$ cat src/rtl/zcyc_pkg.sv
// Shared encodings for the fclk cycle timer: one-hot phase strobes and stall FSM states.
package zcyc_pkg;

    localparam logic [3:0] PH_NONE = 4'b0000;
    localparam logic [3:0] PH_CBEG = 4'b0001;
    localparam logic [3:0] PH_POST = 4'b0010;
    localparam logic [3:0] PH_PRE  = 4'b0100;
    localparam logic [3:0] PH_CEND = 4'b1000;

    typedef enum logic [1:0] {
        ST_RUN   = 2'd0,
        ST_STALL = 2'd1,
        ST_GAP   = 2'd2
    } stall_st_e;

endpackage

$ cat src/rtl/zstall_ctl.sv
// Z80 clock freeze controller; all decisions are taken only on cycle-start edges.
// state | meaning
// RUN   | clock running, waiting for a request at a cycle start
// STALL | clock frozen, counting consecutive stalled cycles
// GAP   | one forced running cycle after the watchdog released a stall
module zstall_ctl
    import zcyc_pkg::*;
#(
    parameter int CNT_W     = 8,
    parameter int STALL_MAX = 255
) (
    input  logic fclk,
    input  logic rst,
    input  logic cs,
    input  logic stall_req,
    output logic zclk_stall,
    output logic stall_to
);

    localparam logic [CNT_W-1:0] CNT_MAX = CNT_W'(STALL_MAX);
    localparam logic [CNT_W-1:0] CNT_ONE = CNT_W'(1);

    stall_st_e        state_q, state_d;
    logic [CNT_W-1:0] cnt_q, cnt_d;
    logic             stall_q, stall_d;
    logic             to_q, to_d;

    always_ff @(posedge fclk) begin
        if (rst) begin
            state_q <= ST_RUN;
            cnt_q   <= '0;
            stall_q <= 1'b0;
            to_q    <= 1'b0;
        end else begin
            state_q <= state_d;
            cnt_q   <= cnt_d;
            stall_q <= stall_d;
            to_q    <= to_d;
        end
    end

    always_comb begin
        state_d = state_q;
        cnt_d   = cnt_q;
        stall_d = stall_q;
        to_d    = 1'b0;
        if (cs) begin
            case (state_q)
                ST_STALL: begin
                    if (!stall_req) begin
                        state_d = ST_RUN;
                        cnt_d   = '0;
                        stall_d = 1'b0;
                    end else if (cnt_q == CNT_MAX) begin
                        state_d = ST_GAP;
                        cnt_d   = '0;
                        stall_d = 1'b0;
                        to_d    = 1'b1;
                    end else begin
                        cnt_d   = cnt_q + CNT_ONE;
                        stall_d = 1'b1;
                    end
                end
                // GAP re-arms exactly like RUN at the following cycle start
                default: begin
                    if (stall_req) begin
                        state_d = ST_STALL;
                        cnt_d   = CNT_ONE;
                        stall_d = 1'b1;
                    end else begin
                        state_d = ST_RUN;
                        cnt_d   = '0;
                        stall_d = 1'b0;
                    end
                end
            endcase
        end
    end

    assign zclk_stall = stall_q;
    assign stall_to   = to_q;

endmodule

$ cat src/rtl/zcyc_gen.sv
// Master 4-phase fclk cycle timer with half-rate marker and whole-cycle Z80 stall control.
module zcyc_gen
    import zcyc_pkg::*;
#(
    parameter int CNT_W     = 8,
    parameter int STALL_MAX = 255
) (
    input  logic fclk,
    input  logic rst,
    input  logic sync,
    input  logic stall_req,
    output logic cbeg,
    output logic post_cbeg,
    output logic pre_cend,
    output logic cend,
    output logic hcyc,
    output logic zclk_stall,
    output logic stall_to
);

    logic [3:0] phase_q, phase_d;
    logic       hcyc_q, hcyc_d;
    logic       restart_pend;
    logic       cs;

    // An all-zero phase register is the post-reset "restart pending" state
    assign restart_pend = (phase_q == PH_NONE);
    assign cs           = restart_pend | phase_q[3] | sync;

    always_comb begin
        phase_d = cs ? PH_CBEG : {phase_q[2:0], 1'b0};
        hcyc_d  = (cs && !restart_pend) ? ~hcyc_q : hcyc_q;
    end

    always_ff @(posedge fclk) begin
        if (rst) begin
            phase_q <= PH_NONE;
            hcyc_q  <= 1'b0;
        end else begin
            phase_q <= phase_d;
            hcyc_q  <= hcyc_d;
        end
    end

    zstall_ctl #(
        .CNT_W     (CNT_W),
        .STALL_MAX (STALL_MAX)
    ) u_stall (
        .fclk       (fclk),
        .rst        (rst),
        .cs         (cs),
        .stall_req  (stall_req),
        .zclk_stall (zclk_stall),
        .stall_to   (stall_to)
    );

    assign cbeg      = phase_q[0];
    assign post_cbeg = phase_q[1];
    assign pre_cend  = phase_q[2];
    assign cend      = phase_q[3];
    assign hcyc      = hcyc_q;

endmodule

$ cat config.mk
export PLATFORM = sky130hd
export DESIGN_NAME = zcyc_gen
export DESIGN_NICKNAME = d
export VERILOG_FILES = /design/src/rtl/zcyc_pkg.sv /design/src/rtl/zstall_ctl.sv /design/src/rtl/zcyc_gen.sv
export SDC_FILE = /design/constraint.sdc
export NUM_CORES = 1
export LEC_CHECK = 0
export ABC_AREA = 1
export ABC_CLOCK_PERIOD_IN_PS = 1400
export BUFFER_PORTS_ARGS = -buffer_cell sky130_fd_sc_hd__buf_4
export CAP_MARGIN = 15
export CORE_MARGIN = 4
export CORE_UTILIZATION = 53
export CTS_CLUSTER_SIZE = 12
export DETAILED_ROUTE_END_ITERATION = 16
export GPL_ROUTABILITY_DRIVEN = 0
export GPL_TIMING_DRIVEN = 0
export MAX_ROUTING_LAYER = met4
export PLACE_DENSITY_LB_ADDON = 0.1
export SLEW_MARGIN = 20
export SYNTH_ARGS = -nofsm -noshare
export SYNTH_HDL_FRONTEND = slang
export SYNTH_SLANG_ARGS = --single-unit
$ cat constraint.sdc
create_clock -name fclk -period 1.4 [get_ports fclk]
set_input_delay 0.21 -clock fclk [delete_from_list [all_inputs] [get_ports fclk]]
set_output_delay 0.21 -clock fclk [all_outputs]
set_load 0.02 [all_outputs]
==> results of run 1 <==
critical path, stage by stage, from the launching register on:
cell	delay, ns
dfxtp_2	0.38
ha_4	0.15
nand2_1	0.09
nor2_2	0.14
nand2_2	0.09
buf_4	0.14
a21oi_1	0.13
o21ai_0	0.10
inv_1	0.05
through the flow:
step	setup WS, ns	instance area [um^2]	total power (W)	std cells	hold slack, ns
after floorplan	0.173	786	0.000594	104	0.279
after global placement	-0.0102	880	0.000629	129	0.409
after detailed placement	-0.0202	880	0.000631	129	0.412
after CTS	0.0247	941	0.000891	137	0.107
after global routing	-0.0115	966	0.000948	137	0.0915
final	0.0743	966	0.000887	137	0.116
layout make-up:
type	instances	share of cell area [%]
multi-input cells	73	42.4
well taps	15	1.94
clock buffers	4	2.72
inverters	13	5.05
plain buffers	1	1.55
flip-flops and latches	17	35.5
repair buffers	14	10.9
final timing paths:
check	end	start	depth (start not counted)	slack [ns]
min	hcyc$_SDFFE_PP0P_	rst	2	0.12
min reg2reg	u_stall.state_q[0]$_SDFFE_PP0P_	u_stall.state_q[0]$_SDFFE_PP0P_	2	0.47
max reg2reg	u_stall.state_q[1]$_SDFFE_PP0P_	u_stall.cnt_q[1]$_SDFFE_PP0P_	8	0.07
max	u_stall.state_q[1]$_SDFFE_PP0P_	u_stall.cnt_q[1]$_SDFFE_PP0P_	8	0.07
registers in the layout (all words and copies together), names as in the netlist:
register / count
u_stall.state_q: 2
u_stall.cnt_q: 8
u_stall.stall_to: 1
phase_q: 4
hcyc: 1
u_stall.zclk_stall: 1
power by group through the flow:
stage	logic [W]	clock network, W	registers [W]
2_1_floorplan	0.0000640	0	0.000530
6_report	0.000122	0.000255	0.000510
4_1_cts	0.000116	0.000266	0.000509
3_5_place_dp	0.000111	0	0.000520
5_1_grt	0.000136	0.000299	0.000513
3_3_place_gp	0.000110	0	0.000520
cell families (layout without fill, tap and decap cells):
group / count (synthesis) / count (layout)
adder cells (fa/ha/maj): 1 / 1
buffers and inverters: 14 / 32
AND/OR/NAND/NOR: 60 / 60
AO/OA/AOI/OAI: 9 / 9
flip-flops: 17 / 17
XOR/XNOR: 3 / 3
layer usage:
metal | part of all wire, % | up-vias
met3 | 3.4 | 5
met4 | 1.9 | 0
met2 | 48 | 13
met1 | 47 | 316
li1 | - | 361
met5 | 0 | -
timing repair:
item	CTS	global route
endpoints found under the setup margin	6	8
gates cloned	0	0
setup buffers	4	0
pin swaps	3	2
resized for setup	3	6
hold buffers	0	0
cell usage in the layout (no fill, tap or decap), drive strengths merged:
| cell | Yosys | final |
|---|---|---|
| a21o | 1 | 1 |
| a21oi | 6 | 6 |
| buf | 1 | 15 |
| clkbuf | 0 | 4 |
| dfxtp | 17 | 17 |
| ha | 1 | 1 |
| inv | 13 | 13 |
| nand2 | 33 | 33 |
| nand3 | 7 | 7 |
| nand3b | 2 | 2 |
| nand4 | 1 | 1 |
| nor2 | 16 | 16 |
| nor3b | 1 | 1 |
| o21ai | 2 | 2 |
| xor2 | 3 | 3 |
==> impl_metrics.toml, run 1 <==
[status]
outcome = "finished clean"

[floorplanning]
rows = 13
die_x_um = 46.5
die-area_um2 = 2160
io_pins = 11
fp.dieH_um = 46.5
start_util_pct = 58.2
placeableCoreArea_um2 = 1350

[synth]
async_reset_ff_share_pct = 0
synth_mux_area_share_pct = 0
synth_compound_area_share_pct = 6.53
yosys_warnings = 0
synth_cell_type_count = 20
synth-simple-area-share_pct = 37.1
synth_edf_count = 0
ys_top_cells_by_count = "30 x nand2_1, 17 x dfxtp_1, 13 x inv_1"
synth-seq-area-share_pct = 43.3
synth_top_family_by_area = "simple AND/OR/NAND/NOR gates"
synth_top_area_share_pct = 43.3
yosysMostFrequentCell = "nand2_1"
syn_inst = 104
synth-xor-area-share_pct = 3.34
yosys.area_share.adder_pct = 1.59
synthTopCellsByArea = "dfxtp_1 43%, nand2_1 14%, inv_1 6.2%"
syn_area_um2 = 786
synth_top_area_cell = "dfxtp_1"
avgSynthCellArea_um2 = 7.56
ys_dominant_reg_cell = "dfxtp_1"
ys_seq_elements = 17
syn_nets = 109

[timing]
tns_ns = 0
slew_viol_final = 0
setup_viol = 0
skew_ns = 0.00654
layout_min_cycle_time_ns = 1.33
period_share_pct = 94.7
slew-limit-headroom_pct = 84.3
worst-slew-pin-transition_ns = 0.234
report.final.hold_viol_count = 0
fmax_ghz = 0.754

[global_route]
top_usage_layer = "met2"
grt_pass1_vias = 627
use_met1_pct = 20.2
grt.met2_usage_pct = 26.9
grt_antenna_before_repair = 0
grt_overflow_total = 0
grt_pass1_wl_mm = 2.52
grt_start_max_net_pins = 11
met3_usage_pct = 3.52
grt_usage_pct = 17.0

[setup_path]
arrival_ns = 1.56
path_max_fanout = 3
crit_path_end_kind = "flip-flop"
cp-start-kind = "flip-flop"
crit_type = "reg -> reg"
critPathRequiredTime_ns = 1.63

[route]
num_vias = 695
wirelength_mm = 1.58
drc = 0
detail-route-antenna-nets = 0
viasPerCell = 5.07
drt_pass1_iterations = 4
first_iter_violations = 12
wl_per_cell_um = 11.5

[cells_and_area]
finalCoreUtilization_pct = 71.5
final_nets = 128
area_growth_syn_to_layout_pct = 22.9
fillers = 110
register_area_um2 = 343
drive_gt1_share_pct = 28.7
multi_input_area_um2 = 409
diodes = 0

[place]
dp_hpwl_mm = 1.04
portBuffers = 10

[pwr]
ir_worst_vdd_mv = 0.634
p_leak_nw = 0.459
pwr-share-comb_pct = 13.8
p_sw_share_pct = 25.7
p_clk_share_pct = 28.7
intPower_w = 0.000659
powerDensity_nw_per_um2 = 918
seqPwrFrac_pct = 57.5
switching_power_w = 0.000228

[clock_tree]
clock_sinks = 17
ctsRootBufferMaster = "clkbuf_4"
cts_tree = "yes"
cts_buffer_depth = 2
htree_levels = 1
cts.reportedPaths.clkPinSlew_ns = 0.10
cts_buffers = 3
clkLatencyLatePin_ns = 0.28

[min_path]
min_path_type = "in -> reg"

[run]
drv_cap = 0
Note: power is estimated with default switching activity, not from simulation.
==> inputs of run 2 (changes only) <==
--- a/config.mk
+++ b/config.mk
@@ -11,12 +11,14 @@
 export CAP_MARGIN = 15
 export CORE_MARGIN = 4
 export CORE_UTILIZATION = 53
+export CTS_CLUSTER_DIAMETER = 150
 export CTS_CLUSTER_SIZE = 12
 export DETAILED_ROUTE_END_ITERATION = 16
-export GPL_ROUTABILITY_DRIVEN = 0
+export GPL_ROUTABILITY_DRIVEN = 1
 export GPL_TIMING_DRIVEN = 0
 export MAX_ROUTING_LAYER = met4
 export PLACE_DENSITY_LB_ADDON = 0.1
+export RECOVER_POWER = 100
 export SLEW_MARGIN = 20
 export SYNTH_ARGS = -nofsm -noshare
 export SYNTH_HDL_FRONTEND = slang
==> impl_metrics.toml, run 2 (same netlist as run 1, synthesis figures left out) <==
[status]
outcome = "finished clean"

[route]
drc = 0
wl_per_cell_um = 11.6
viasPerCell = 5.15
detail-route-antenna-nets = 0
first_iter_violations = 13
drt_pass1_iterations = 4
wirelength_mm = 1.60
num_vias = 706

[global_route]
grt_antenna_before_repair = 0
grt_pass1_vias = 627
use_met1_pct = 20.2
grt_usage_pct = 17.0
grt.met2_usage_pct = 26.9
met3_usage_pct = 3.52
top_usage_layer = "met2"
grt_overflow_total = 0
grt_start_max_net_pins = 11
grt_pass1_wl_mm = 2.52

[cells_and_area]
diodes = 0
regMostFlops = "u_stall.cnt_q"
final_nets = 128
area_growth_syn_to_layout_pct = 17.7
stdcell_area_um2 = 925
finalCoreUtilization_pct = 68.5
final_common_cell = "nand2_1"
drive_gt1_share_pct = 21.3
final_cell_mix = "28 x nand2_1, 15 x dfxtp_1, 13 x inv_1"
top_regs = "u_stall.cnt_q x8, phase_q x4, u_stall.state_q x2"
largest_register_ffs = 8

[timing]
worst-slew-pin-transition_ns = 0.292
slew_viol_final = 0
fmax_ghz = 0.759
layout_min_cycle_time_ns = 1.32
period_share_pct = 94.1
slew-limit-headroom_pct = 80.5
setup_viol = 0
skew_ns = 0.00858
report.final.hold_viol_count = 0

[setup_path]
cpPeakStageDelay_ns = 0.38
path_cells = "ha_4 -> nand2_1 -> nor2_2 -> buf_4 -> buf_4 -> nand2_1 -> xor2_1 -> nor2_1"
crit_type = "reg -> reg"
crit_path_end_kind = "flip-flop"
critPathRequiredTime_ns = 1.62
arrival_ns = 1.53
cp_slowest_cell = "dfxtp_2"
path_max_fanout = 3
cp-start-kind = "flip-flop"

[pwr]
pwr-share-comb_pct = 12.5
seqPwrFrac_pct = 58.4
p_sw_share_pct = 25.8
p_leak_nw = 0.427
switching_power_w = 0.000226
total_power_w = 0.000874
intPower_w = 0.000648
powerDensity_nw_per_um2 = 945
p_clk_share_pct = 29.1
ir_worst_vdd_mv = 0.632

[floorplanning]
die_x_um = 46.5
rows = 13
io_pins = 11
start_util_pct = 58.2
placeableCoreArea_um2 = 1350
die-area_um2 = 2160
fp.dieH_um = 46.5

[place]
dp_hpwl_mm = 1.04
gp_congestion = 0.854
portBuffers = 10
place_area_um2 = 880

[clock_tree]
htree_levels = 1
cts.reportedPaths.clkPinSlew_ns = 0.10
cts_tree = "yes"
cts_buffer_depth = 2
clkLatencyLatePin_ns = 0.28
ctsRootBufferMaster = "clkbuf_4"
cts_buffers = 3
cts_hold_buf = 0
clock_sinks = 17

[min_path]
min_path_type = "in -> reg"

[run]
drv_cap = 0
==> run 2: changes by cell type in the layout (fill, tap and decap cells not counted), sizes merged <==
cell / previous run / this run
buf: 15 / 8
clkbuf: 4 / 11
==> run 2: power by group through the flow <==
stage               registers [W]  logic (W)  clock network [W]
finish                   0.000510   0.000110           0.000254
global route             0.000513   0.000122           0.000299
CTS                      0.000509   0.000116           0.000266
detailed placement       0.000520   0.000111                  0
global placement         0.000520   0.000110                  0
floorplan                0.000530  0.0000640                  0
==> run 2: area by class of cell <==
cell class | count | area (um^2)
multi-input cells | 73 | 398
well taps | 15 | 18.8
clock buffers | 4 | 26.3
inverters | 13 | 48.8
plain buffers | 1 | 11.3
repair buffers | 14 | 78.8
fillers | 123 | 425
flip-flops and latches | 17 | 343
==> run 2: through the flow <==
step	TNS [ns]	setup slack [ns]	hold WS, ns	std cells
6_report	0	0.0825	0.108	137
2_1_floorplan	0	0.173	0.279	104
3_5_place_dp	-0.0202	-0.0202	0.412	129
4_1_cts	0	0.0247	0.107	137
3_3_place_gp	-0.0102	-0.0102	0.409	129
5_1_grt	-0.0175	-0.0116	0.0994	137
==> run 2: worst max-delay path: cells and delay by family, from the launching register on <==
kind | cells | cell delay, ns
adders and majority gates | 1 | 0.15
buffers and inverters | 2 | 0.22
DFF | 1 | 0.38
xor gates and xnor gates | 1 | 0.13
and+or+nand+nor | 4 | 0.37
==> run 2: layer usage <==
| metal | vias to the layer above | wire, um |
|---|---|---|
| li1 | 362 | - |
| met2 | 20 | 761 |
| met1 | 319 | 720 |
| met4 | 0 | 30 |
| met5 | - | 0 |
| met3 | 5 | 83 |
==> run 2: timing repair <==
item | in CTS | in global routing
setup endpoints to repair | 6 | 8
pin swaps | 3 | 2
buffers inserted | 4 | 0
gates resized for setup | 3 | 6
cloned | 0 | 0
==> run 2: worst paths after layout <==
path                            slack [ns]  depth (start not counted)                              end                             from
worst max-delay path                  0.08                          8    u_stall.cnt_q[4]$_SDFFE_PP0P_    u_stall.cnt_q[1]$_SDFFE_PP0P_
worst min-delay path                  0.11                          2                hcyc$_SDFFE_PP0P_                              rst
worst max register to register        0.08                          8    u_stall.cnt_q[4]$_SDFFE_PP0P_    u_stall.cnt_q[1]$_SDFFE_PP0P_
worst min register to register        0.47                          2  u_stall.state_q[0]$_SDFFE_PP0P_  u_stall.state_q[0]$_SDFFE_PP0P_
